===== src/rtl/bus_uart_tx_if.sv =====
// CPU data-bus handshake shared with the memory block: strobe, direction,
// width, byte address, write data, and registered read data with hit.
interface bus_uart_tx_if;
  logic        en;
  logic        wr;
  logic        wide;
  logic [15:0] addr;
  logic [15:0] din;
  logic [15:0] dout;
  logic        hit;

  modport master (
    output en, wr, wide, addr, din,
    input  dout, hit
  );

  modport slave (
    input  en, wr, wide, addr, din,
    output dout, hit
  );
endinterface


===== src/rtl/bus_uart_tx.sv =====
// Memory-mapped 8N1 serial transmitter: bus register block, small TX FIFO
// and a baud-rate shifter driving tx.
module bus_uart_tx #(
  parameter logic [15:0] BASE       = 16'hFC00,
  parameter int          DEPTH_LOG2 = 2,
  parameter logic [15:0] DIV_RESET  = 16'd434
) (
  input  logic         clk,
  input  logic         reset,
  bus_uart_tx_if.slave bus,
  output logic         tx,
  output logic         irq
);

  localparam int                     DEPTH    = 1 << DEPTH_LOG2;
  localparam int                     CNT_W    = DEPTH_LOG2 + 1;
  localparam logic [CNT_W-1:0]       CNT_FULL = CNT_W'(DEPTH);
  localparam logic [CNT_W-1:0]       CNT_ONE  = CNT_W'(1);
  localparam logic [DEPTH_LOG2-1:0]  PTR_ONE  = DEPTH_LOG2'(1);
  localparam logic [1:0]             REG_DATA   = 2'd0;
  localparam logic [1:0]             REG_STATUS = 2'd1;
  localparam logic [1:0]             REG_DIV    = 2'd2;

  typedef enum logic [1:0] {S_IDLE, S_START, S_DATA, S_STOP} state_t;

  // Divisors of 0 and 1 both mean one clock per bit.
  function automatic logic [15:0] eff_div(input logic [15:0] d);
    return (d < 16'd2) ? 16'd1 : d;
  endfunction

  function automatic logic [15:0] byte_lane(input logic [15:0] v,
                                            input logic        wide,
                                            input logic        odd);
    if (wide)     return v;
    else if (odd) return {8'h00, v[15:8]};
    else          return {8'h00, v[7:0]};
  endfunction

  logic                  sel, rd_acc, wr_acc, odd;
  logic [1:0]            reg_idx;
  logic                  full, empty, busy, bit_end;
  logic                  push, pop, push_ok, push_drop;
  logic [15:0]           status, reg_val;

  logic [7:0]            fifo_mem [DEPTH];
  logic [DEPTH_LOG2-1:0] wr_ptr, rd_ptr;
  logic [CNT_W-1:0]      count;
  logic                  ovf;
  logic [15:0]           divisor;

  state_t                state;
  logic [15:0]           bit_cnt;
  logic [2:0]            bit_idx;
  logic [7:0]            shift;

  assign sel     = bus.en & (bus.addr[15:3] == BASE[15:3]);
  assign rd_acc  = sel & ~bus.wr;
  assign wr_acc  = sel & bus.wr;
  assign reg_idx = bus.addr[2:1];
  assign odd     = ~bus.wide & bus.addr[0];

  assign full    = (count == CNT_FULL);
  assign empty   = (count == '0);
  assign busy    = (state != S_IDLE);
  assign bit_end = (bit_cnt == 16'd1);
  assign irq     = empty & ~busy;

  // The shifter pops either from IDLE or on the last cycle of STOP, so
  // queued frames follow each other with no idle gap.
  assign push      = wr_acc & (reg_idx == REG_DATA) & ~odd;
  assign pop       = ~empty & ((state == S_IDLE) | ((state == S_STOP) & bit_end));
  assign push_ok   = push & (~full | pop);
  assign push_drop = push & full & ~pop;

  always_comb begin
    status            = '0;
    status[0]         = busy;
    status[1]         = full;
    status[2]         = empty;
    status[3]         = ovf;
    status[4 +: CNT_W] = count;
  end

  always_comb begin
    reg_val = 16'h0000;
    case (reg_idx)
      REG_STATUS: reg_val = status;
      REG_DIV:    reg_val = divisor;
      default:    reg_val = 16'h0000;
    endcase
  end

  // Read stage: one registered cycle of latency, zero when not hit.
  always_ff @(posedge clk or posedge reset) begin
    if (reset) begin
      bus.dout <= 16'h0000;
      bus.hit  <= 1'b0;
    end else begin
      bus.hit  <= rd_acc;
      bus.dout <= rd_acc ? byte_lane(reg_val, bus.wide, bus.addr[0]) : 16'h0000;
    end
  end

  always_ff @(posedge clk) begin
    if (push_ok) fifo_mem[wr_ptr] <= bus.din[7:0];
  end

  always_ff @(posedge clk or posedge reset) begin
    if (reset) begin
      wr_ptr  <= '0;
      rd_ptr  <= '0;
      count   <= '0;
      ovf     <= 1'b0;
      divisor <= DIV_RESET;
    end else begin
      if (push_ok) wr_ptr <= wr_ptr + PTR_ONE;
      if (pop)     rd_ptr <= rd_ptr + PTR_ONE;
      case ({push_ok, pop})
        2'b10:   count <= count + CNT_ONE;
        2'b01:   count <= count - CNT_ONE;
        default: count <= count;
      endcase
      // The STATUS read returns the old flag while clearing it.
      if (rd_acc && reg_idx == REG_STATUS) ovf <= 1'b0;
      else if (push_drop)                  ovf <= 1'b1;
      if (wr_acc && reg_idx == REG_DIV) begin
        if (bus.wide)  divisor       <= bus.din;
        else if (odd)  divisor[15:8] <= bus.din[7:0];
        else           divisor[7:0]  <= bus.din[7:0];
      end
    end
  end

  always_ff @(posedge clk) begin
    if (pop)                             shift <= fifo_mem[rd_ptr];
    else if (state == S_DATA && bit_end) shift <= {1'b0, shift[7:1]};
  end

  // Shifter FSM; tx is registered and presented for the state being entered.
  always_ff @(posedge clk or posedge reset) begin
    if (reset) begin
      state   <= S_IDLE;
      tx      <= 1'b1;
      bit_cnt <= 16'd0;
      bit_idx <= 3'd0;
    end else begin
      case (state)
        S_IDLE: begin
          tx <= 1'b1;
          if (!empty) begin
            bit_cnt <= eff_div(divisor);
            tx      <= 1'b0;
            state   <= S_START;
          end
        end
        S_START: begin
          if (bit_end) begin
            bit_cnt <= eff_div(divisor);
            bit_idx <= 3'd0;
            tx      <= shift[0];
            state   <= S_DATA;
          end else begin
            bit_cnt <= bit_cnt - 16'd1;
          end
        end
        S_DATA: begin
          if (bit_end) begin
            bit_cnt <= eff_div(divisor);
            if (bit_idx == 3'd7) begin
              tx    <= 1'b1;
              state <= S_STOP;
            end else begin
              bit_idx <= bit_idx + 3'd1;
              tx      <= shift[1];
            end
          end else begin
            bit_cnt <= bit_cnt - 16'd1;
          end
        end
        S_STOP: begin
          if (bit_end) begin
            if (!empty) begin
              bit_cnt <= eff_div(divisor);
              tx      <= 1'b0;
              state   <= S_START;
            end else begin
              tx    <= 1'b1;
              state <= S_IDLE;
            end
          end else begin
            bit_cnt <= bit_cnt - 16'd1;
          end
        end
        default: begin
          tx    <= 1'b1;
          state <= S_IDLE;
        end
      endcase
    end
  end

endmodule


===== src/flat_wrapper.sv =====
// flat-port wrapper written by rule: the top's interface ports become plain ports
module bus_uart_tx_flat 
#(
  parameter logic [15:0] BASE       = 16'hFC00,
  parameter int          DEPTH_LOG2 = 2,
  parameter logic [15:0] DIV_RESET  = 16'd434
)
  (clk, reset, tx, irq, bus_en, bus_wr, bus_wide, bus_addr, bus_din, bus_dout, bus_hit);
  bus_uart_tx_if bus_i ();
  input  logic clk;
  input  logic reset;
  output logic tx;
  output logic irq;
  input wire logic [$bits(bus_i.en)-1:0] bus_en;
  input wire logic [$bits(bus_i.wr)-1:0] bus_wr;
  input wire logic [$bits(bus_i.wide)-1:0] bus_wide;
  input wire logic [$bits(bus_i.addr)-1:0] bus_addr;
  input wire logic [$bits(bus_i.din)-1:0] bus_din;
  output wire logic [$bits(bus_i.dout)-1:0] bus_dout;
  output wire logic [$bits(bus_i.hit)-1:0] bus_hit;
  assign bus_i.en = bus_en;
  assign bus_i.wr = bus_wr;
  assign bus_i.wide = bus_wide;
  assign bus_i.addr = bus_addr;
  assign bus_i.din = bus_din;
  assign bus_dout = bus_i.dout;
  assign bus_hit = bus_i.hit;
  bus_uart_tx #(.BASE(BASE), .DEPTH_LOG2(DEPTH_LOG2), .DIV_RESET(DIV_RESET)) u_core (.clk(clk), .reset(reset), .bus(bus_i), .tx(tx), .irq(irq));
endmodule

===== config.mk =====
export PLATFORM = sky130hd
export DESIGN_NAME = bus_uart_tx_flat
export DESIGN_NICKNAME = d
export VERILOG_FILES = /design/src/rtl/bus_uart_tx_if.sv /design/src/rtl/bus_uart_tx.sv /design/src/flat_wrapper.sv
export SDC_FILE = /design/constraint.sdc
export NUM_CORES = 1
export LEC_CHECK = 0
export ABC_AREA = 1
export ABC_CLOCK_PERIOD_IN_PS = 2620
export BUFFER_PORTS_ARGS = -buffer_cell sky130_fd_sc_hd__buf_2
export CAP_MARGIN = 20
export CELL_PAD_IN_SITES_DETAIL_PLACEMENT = 1
export CELL_PAD_IN_SITES_GLOBAL_PLACEMENT = 2
export CORE_MARGIN = 2
export CORE_UTILIZATION = 36
export CTS_CLUSTER_SIZE = 16
export DETAILED_ROUTE_END_ITERATION = 8
export PLACE_DENSITY = 0.79
export SYNTH_ARGS = -nofsm -noshare
export SYNTH_HDL_FRONTEND = slang
export SYNTH_SLANG_ARGS = --single-unit

===== constraint.sdc =====
create_clock -name clk -period 2.62 [get_ports clk]
set_input_delay 0.262 -clock clk [delete_from_list [all_inputs] [get_ports clk]]
set_output_delay 0.262 -clock clk [all_outputs]
set_load 0.1 [all_outputs]

Word level (Yosys, flattened, before mapping) --
Memories as Yosys holds them, arrays and structs flattened. Index checks and enable logic that the tools add are counted.
Storage, ports and cells: register bits 71, bits in writable memories 32, bits of input ports 37, output and inout bits 19, memories kept 1
Operators by class: add/sub/neg operators 6, $lt $le $gt $ge 1, equal/unequal tests 18, multiplexer cells 36, bitwise operators 21, reductions and logical operators 18
Memory list:
- u_core.fifo_mem | words 4, bits a word 8, read ports 1, clocked after Yosys merged registers in 0, write ports 1, line bus_uart_tx.sv:45 | logic [7:0] fifo_mem [DEPTH];
Operators by type and width (number):
- 2-to-1 mux 16 bit | 7
- case mux 16 bit (3 select lines) | 1
- 2-to-1 mux 8 bit | 5
- case mux 16 bit (2 select lines) | 1
- == test 16 x 1 -> 1 bit, second input constant | 1
- less-than comparator 16 x 2 -> 1 bit, second input constant | 1
- subtractor 16 x 1 -> 16 bit, second input constant | 1
- == test 13 bit, second input constant | 1
- bitwise AND 1 bit | 12
- case mux 3 bit (2 select lines) | 2
- nonzero test 2 bit | 6
- 2-to-1 mux 1 bit | 10
- 2-to-1 mux 2 bit | 5
- 2-to-1 mux 3 bit | 3
- == test 2 bit, second input constant | 4
- != test 2 bit, second input constant | 4
- case mux 2 bit (4 select lines) | 1
- NOT 1 bit | 7
- adder 3 x 1 -> 3 bit, second input constant | 2
- == test 2 x 1 -> 1 bit, second input constant | 3
- == test 3 bit, second input constant | 2
- != test 2 x 1 -> 1 bit, second input constant | 3
- AND reduction 5 bit | 1
- adder 2 x 1 -> 2 bit, second input constant | 2
- 10 further kinds | 15

Depth between registers and ports, before layout --
depth in word-level cells 9, depth in mapped cells 14

Worst setup path before layout --
OpenSTA, ideal clock, no wires.
kind register to register, start point reg u_core.state[0], end point reg u_core.state[1], setup time 0.131 ns, arrival time 2.365 ns, data required time 2.489 ns, path slack 0.124 ns, stages on the path, launching flop included 7, path buffers 0, period minus slack after synthesis 2.496 ns, cell sequence dfrtp_1 -> inv_1 -> ha_1 -> inv_1 -> nor2_1 -> nand3b_1 -> o21ai_0
Between the ends: word-level cells in the longest chain between the ends 3
RTL lines:
- start, declared | line bus_uart_tx.sv:51 | state_t state;
- start signal, assigned | line bus_uart_tx.sv:142 | state <= S_IDLE;
- start signal, assigned | line bus_uart_tx.sv:153 | state <= S_START;
- start signal, assigned | line bus_uart_tx.sv:161 | state <= S_DATA;
- == test 2 bit, or another cell as far along | line bus_uart_tx.sv:147 | case (state)
- != test 2 x 1 -> 1 bit (no line) or != test 2 bit (tied branches)
- AND reduction 5 bit (no line)
Several ways; a longest one is shown, not always the timed one. A chain may end at the register's enable or synchronous reset.

Worst setup path after layout --
start point reg u_core.bit_cnt[10], end point reg u_core.count[1]
Between the ends: word-level cells in the longest chain between the ends 8
RTL lines:
- start, declared | line bus_uart_tx.sv:52 | logic [15:0] bit_cnt;
- start signal, assigned | line bus_uart_tx.sv:151 | bit_cnt <= eff_div(divisor);
- start signal, assigned | line bus_uart_tx.sv:158 | bit_cnt <= eff_div(divisor);
- start signal, assigned | line bus_uart_tx.sv:163 | bit_cnt <= bit_cnt - 16'd1;
- == test 16 x 1 -> 1 bit (*) | line bus_uart_tx.sv:65 | assign bit_end = (bit_cnt == 16'd1);
- bitwise AND 1 bit (*) | line bus_uart_tx.sv:71 | assign pop = ~empty & ((state == S_IDLE) | ((state == S_STOP) & bit_end));
- OR 1 bit (*) | line bus_uart_tx.sv:71
- bitwise AND 1 bit (*) | line bus_uart_tx.sv:71
- OR 1 bit | line bus_uart_tx.sv:72 | assign push_ok = push & (~full | pop);
- bitwise AND 1 bit | line bus_uart_tx.sv:72
- == test 2 x 1 -> 1 bit or == test 2 bit (tied branches) | line bus_uart_tx.sv:118 | case ({push_ok, pop})
- case mux 3 bit (2 select lines) or nonzero test 2 bit (tied branches)
- end signal, assigned | line bus_uart_tx.sv:119 | 2'b10: count <= count + CNT_ONE;
- end signal, assigned | line bus_uart_tx.sv:120 | 2'b01: count <= count - CNT_ONE;
- end signal, assigned | line bus_uart_tx.sv:121 | default: count <= count;
- end, declared | line bus_uart_tx.sv:47 | logic [CNT_W-1:0] count;
Mark *: on every way between the ends. The rest lies on a longest branch, timed or not.

==> results <==
- In this run the mean area of a mapped cell was 8.60 um^2.
- The global-route wire length before repair is about 26 mm.
- The quantity of I/O buffers inserted on ports is 55.
- The end-of-flow core utilization is around 42%.
- Pin placement for this block handled 56 I/O pins.
- Summed over all failing endpoints, the final setup total negative slack is 0 ns.
- The total wire length is approximately 16 mm.
- The most common library cell in the layout ignoring fill and taps is sky130_fd_sc_hd__nand2_1.
- The kind of cell adding the most delay to the critical path is simple AND/OR/NAND/NOR gates.
- The floorplan step set the die height to 128 um.
- The share of the clock period used by the worst path after layout is between 90% and 100%.
- The number of violations of the max-capacitance limit is 0.
- The share of the Yosys chip area taken by registers is between 50 and 60%.
- The transition time at the pin with the least slew margin is about 0.64 ns.
- For this run, the top clock speed supported by timing is approximately 0.41 GHz.
- The worst hold path belongs to the class in -> reg.
- The number of DRC violations after detailed-routing iteration 0 is ~220.
- The largest single stage delay on the critical path is around 0.43 ns.
- The number of H-tree levels is 3.
- The clock drives 103 sinks.
- Setup violations remaining at the end of the flow were counted as 0.
- Once detailed placement completed, the half-perimeter wirelength came to about 12 mm.
- The filler cell count is 1830.
- The post-CTS setup-driven buffer insertion count is 0.
- The sequential cells in the finished layout cover a total of around 2800 um^2.
- From left edge to right edge, the die measures between 100 and 150 um.
- Across all layers, the routed design uses roughly 4600 vias.
- Relative to the synthesized area, the layout overhead comes to 15.5%.
- The floorplan step defined a die boundary enclosing ~16000 um^2.
- The maximum fanout along the worst path is 8.
- The number of warnings printed during yosys synthesis is 0.
- Of the cells placed in the final design, the portion with a size suffix greater than 1 is 18.5%.
- The wire length per cell is ~18 um.
- Counting both buffers and inverters, the worst setup path holds a total of 1.
- The analysis attributes to cell leakage a power of between 3 and 4 nW.
- The category of the most critical setup path is reg -> reg.
- STA classifies the critical path startpoint as a register.
- The data required time of the critical path is 2.91 ns.
- The routed design could run at a clock period as short as 2.43 ns.
- The category of the worst setup path capture point is a register.
- The starting utilization of the core area is between 30% and 40%.
- The run finished with clean final reports.
- The length of the first detailed-routing pass in iterations is 4.
- The synthesized design contains 103 register bits.
- Routability-driven placement finished with a final weighted congestion of between 0.8 and 0.9.
- Power spread over the standard cell area amounts to between 900 and 1000 nW/um^2.
- The remaining design rule violation count is 0.
- Setup repair after global routing left no endpoint under its margin.
- The finished layout cell area is roughly 6400 um^2.
- The overall overflow remaining after global route is 0.
- STA puts the critical path data arrival time at 2.71 ns.
- The floorplan step defined a core boundary enclosing between 15000 and 20000 um^2.
- The aggregate global-route resource usage is between 20% and 30%.
- The worst register-to-register path begins at u_core.bit_cnt[10]$_DFF_PP0_.
- The critical path starts at u_core.bit_cnt[10]$_DFF_PP0_.
- The routed via count divided by cell count is approximately 5.
- The clock transition time at the flip-flop clock pins of the worst setup and hold paths is roughly 0.080 ns.
- The via count of the first global-routing pass is roughly 4800.
- Walking the worst path, the cells encountered are nor2_1 -> nand2_2 -> nor2_1 -> nand3_1 -> nand3_1 -> nand3_2 -> ha_1 -> inv_1 -> fa_1 -> o21ai_0.
- The library cells used most frequently in the layout, excluding fill and tap cells, are sky130_fd_sc_hd__nand2_1 (168), sky130_fd_sc_hd__inv_1 (82), sky130_fd_sc_hd__nor2_1 (65).
- For the final database, setup skew stands at ~0.011 ns.
- The number of max-slew violations in the final report is 0.
- The peak supply drop is 0.000438 V.
- The source of the worst hold timing path is bus_wr.
- The floorplan row count is 45.
- The total number of nets in the final design is between 700 and 800.
- The initial antenna violation count is 0.
- Once detail routing completed, the nets flagged for antenna violations numbered 0.
- The cell area that synthesis handed to floorplanning was roughly 5500 um^2.
- Clock tree synthesis inserted a total of 9 buffers.
- The antenna diode count is 0.
- On the critical path, the stage with the largest delay is an instance of sky130_fd_sc_hd__dfrtp_1.
- Entering global routing, the biggest net connects 38 pins.
- The number of different library cells used by synthesis comes to 40.
- The clock tree from TritonCTS is built.
- When the netlist entered floorplanning its net count stood at roughly 700.
- Measured against its own limit, the worst slew margin works out to between 50% and 60%.
- The cell at the root of the clock tree is sky130_fd_sc_hd__clkbuf_16.
- The multi-input gate area in the final layout is between 2000 and 2500 um^2.
- The total count of hold-check failures in the final report is 0.
- Counting every instance in the synthesized netlist gives between 600 and 700.
- The total cell area at the placement stage is between 6000 and 7000 um^2.
- For the worst-skew pair, the clock arrives at the later sink with an insertion delay of 0.37 ns.
- The maximum clock insertion buffer count is 2.
==> cell usage after synthesis (all sizes together) <==
library cell	number	area [um^2]
nand2	172	661
inv	86	323
nor2	75	330
o21ai	75	447
dfrtp	57	1430
edfxtp	40	1200
nand3	23	158
ha	17	213
o22ai	13	81.3
nor3	12	65.1
o211ai	11	82.6
nand4	9	56.3
buf	8	58.8
clkbuf	8	30.0
xor2	8	70.1
a32oi	7	61.3
dfstp	6	158
a21oi	5	25.0
or2	4	25.0
clkinv	2	7.51
xnor2	2	17.5
a211oi	1	7.51
a311oi	1	8.76
fa	1	20.0
nand3b	1	7.51
==> final timing paths <==
kind                       cells past startpoint  slack (ns)                             end
setup / recovery                              10        0.19     u_core.count[1]$_DFFE_PP0P_
hold / removal                                 2        0.11        u_core.bus.hit$_DFF_PP0_
setup reg to reg                              10        0.19     u_core.count[1]$_DFFE_PP0P_
hold reg to reg                                2        0.50   u_core.bit_idx[2]$_DFFE_PP0P_
max in group asynchronous                      4        1.40           u_core.tx$_DFFE_PP1P_
min in group asynchronous                      3        0.52  u_core.divisor[15]$_DFFE_PP0P_
==> cell type report <==
type / count / area share (%)
flip-flops and latches: 103 / 43.5
multi-input cells: 437 / 36.6
repair buffers: 70 / 6.26
inverters: 88 / 5.16
well taps: 188 / 3.68
clock buffers: 9 / 3.52
clock inverters: 7 / 1.27
==> logic make-up (layout without fill, tap and decap cells) <==
logic type / Yosys count / count (layout) / share of synthesized area [%]
compound gates: 113 / 113 / 12.9
fa+ha+maj: 18 / 18 / 4.20
xor+xnor: 10 / 10 / 1.58
simple gates: 296 / 296 / 23.5
buf+inv: 104 / 174 / 7.57
flops: 103 / 103 / 50.3
==> what timing repair did <==
action,in CTS,in global routing
hold buffers,1,0
endpoints found under the hold margin,21,0
gates resized for setup,0,1
endpoints found under the setup margin,0,1
==> state kept, by name (all words and copies together), names as in the netlist <==
signal and cells:
u_core.wr_ptr 2, u_core.bus.hit 1, u_core.rd_ptr 2, u_core.fifo_mem 32, u_core.ovf 1, u_core.state 2
u_core.tx 1, u_core.bit_cnt 16, u_core.divisor 16, u_core.bit_idx 3, u_core.count 3, u_core.bus.dout 16
u_core.shift 8
==> per-stage QoR <==
step	hold slack (ns)	cells	setup WS, ns	total power, mW
finish	0.114	902	0.194	6.38
global route	0.121	902	0.0158	6.89
CTS	0.113	901	0.165	6.43
detailed placement	0.376	884	0.167	5.02
global placement	0.372	884	0.274	4.93
floorplan	0.345	644	0.124	4.17
==> routing by layer <==
layer	up-vias	wire (um)	global-route usage, %
met5	-	0	0
met4	0	271	6.14
met3	18	580	3.34
met2	83	7720	34.3
met1	2235	7560	28.2
li1	2251	-	-
==> where the power goes <==
group / total [mW] / internal [mW] / switching [mW]
Sequential: 2.19 / 1.97 / 0.219
Clock: 1.39 / 0.684 / 0.707
Combinational: 2.80 / 0.865 / 1.93
No activity file was read; power rests on OpenSTA's default activity.
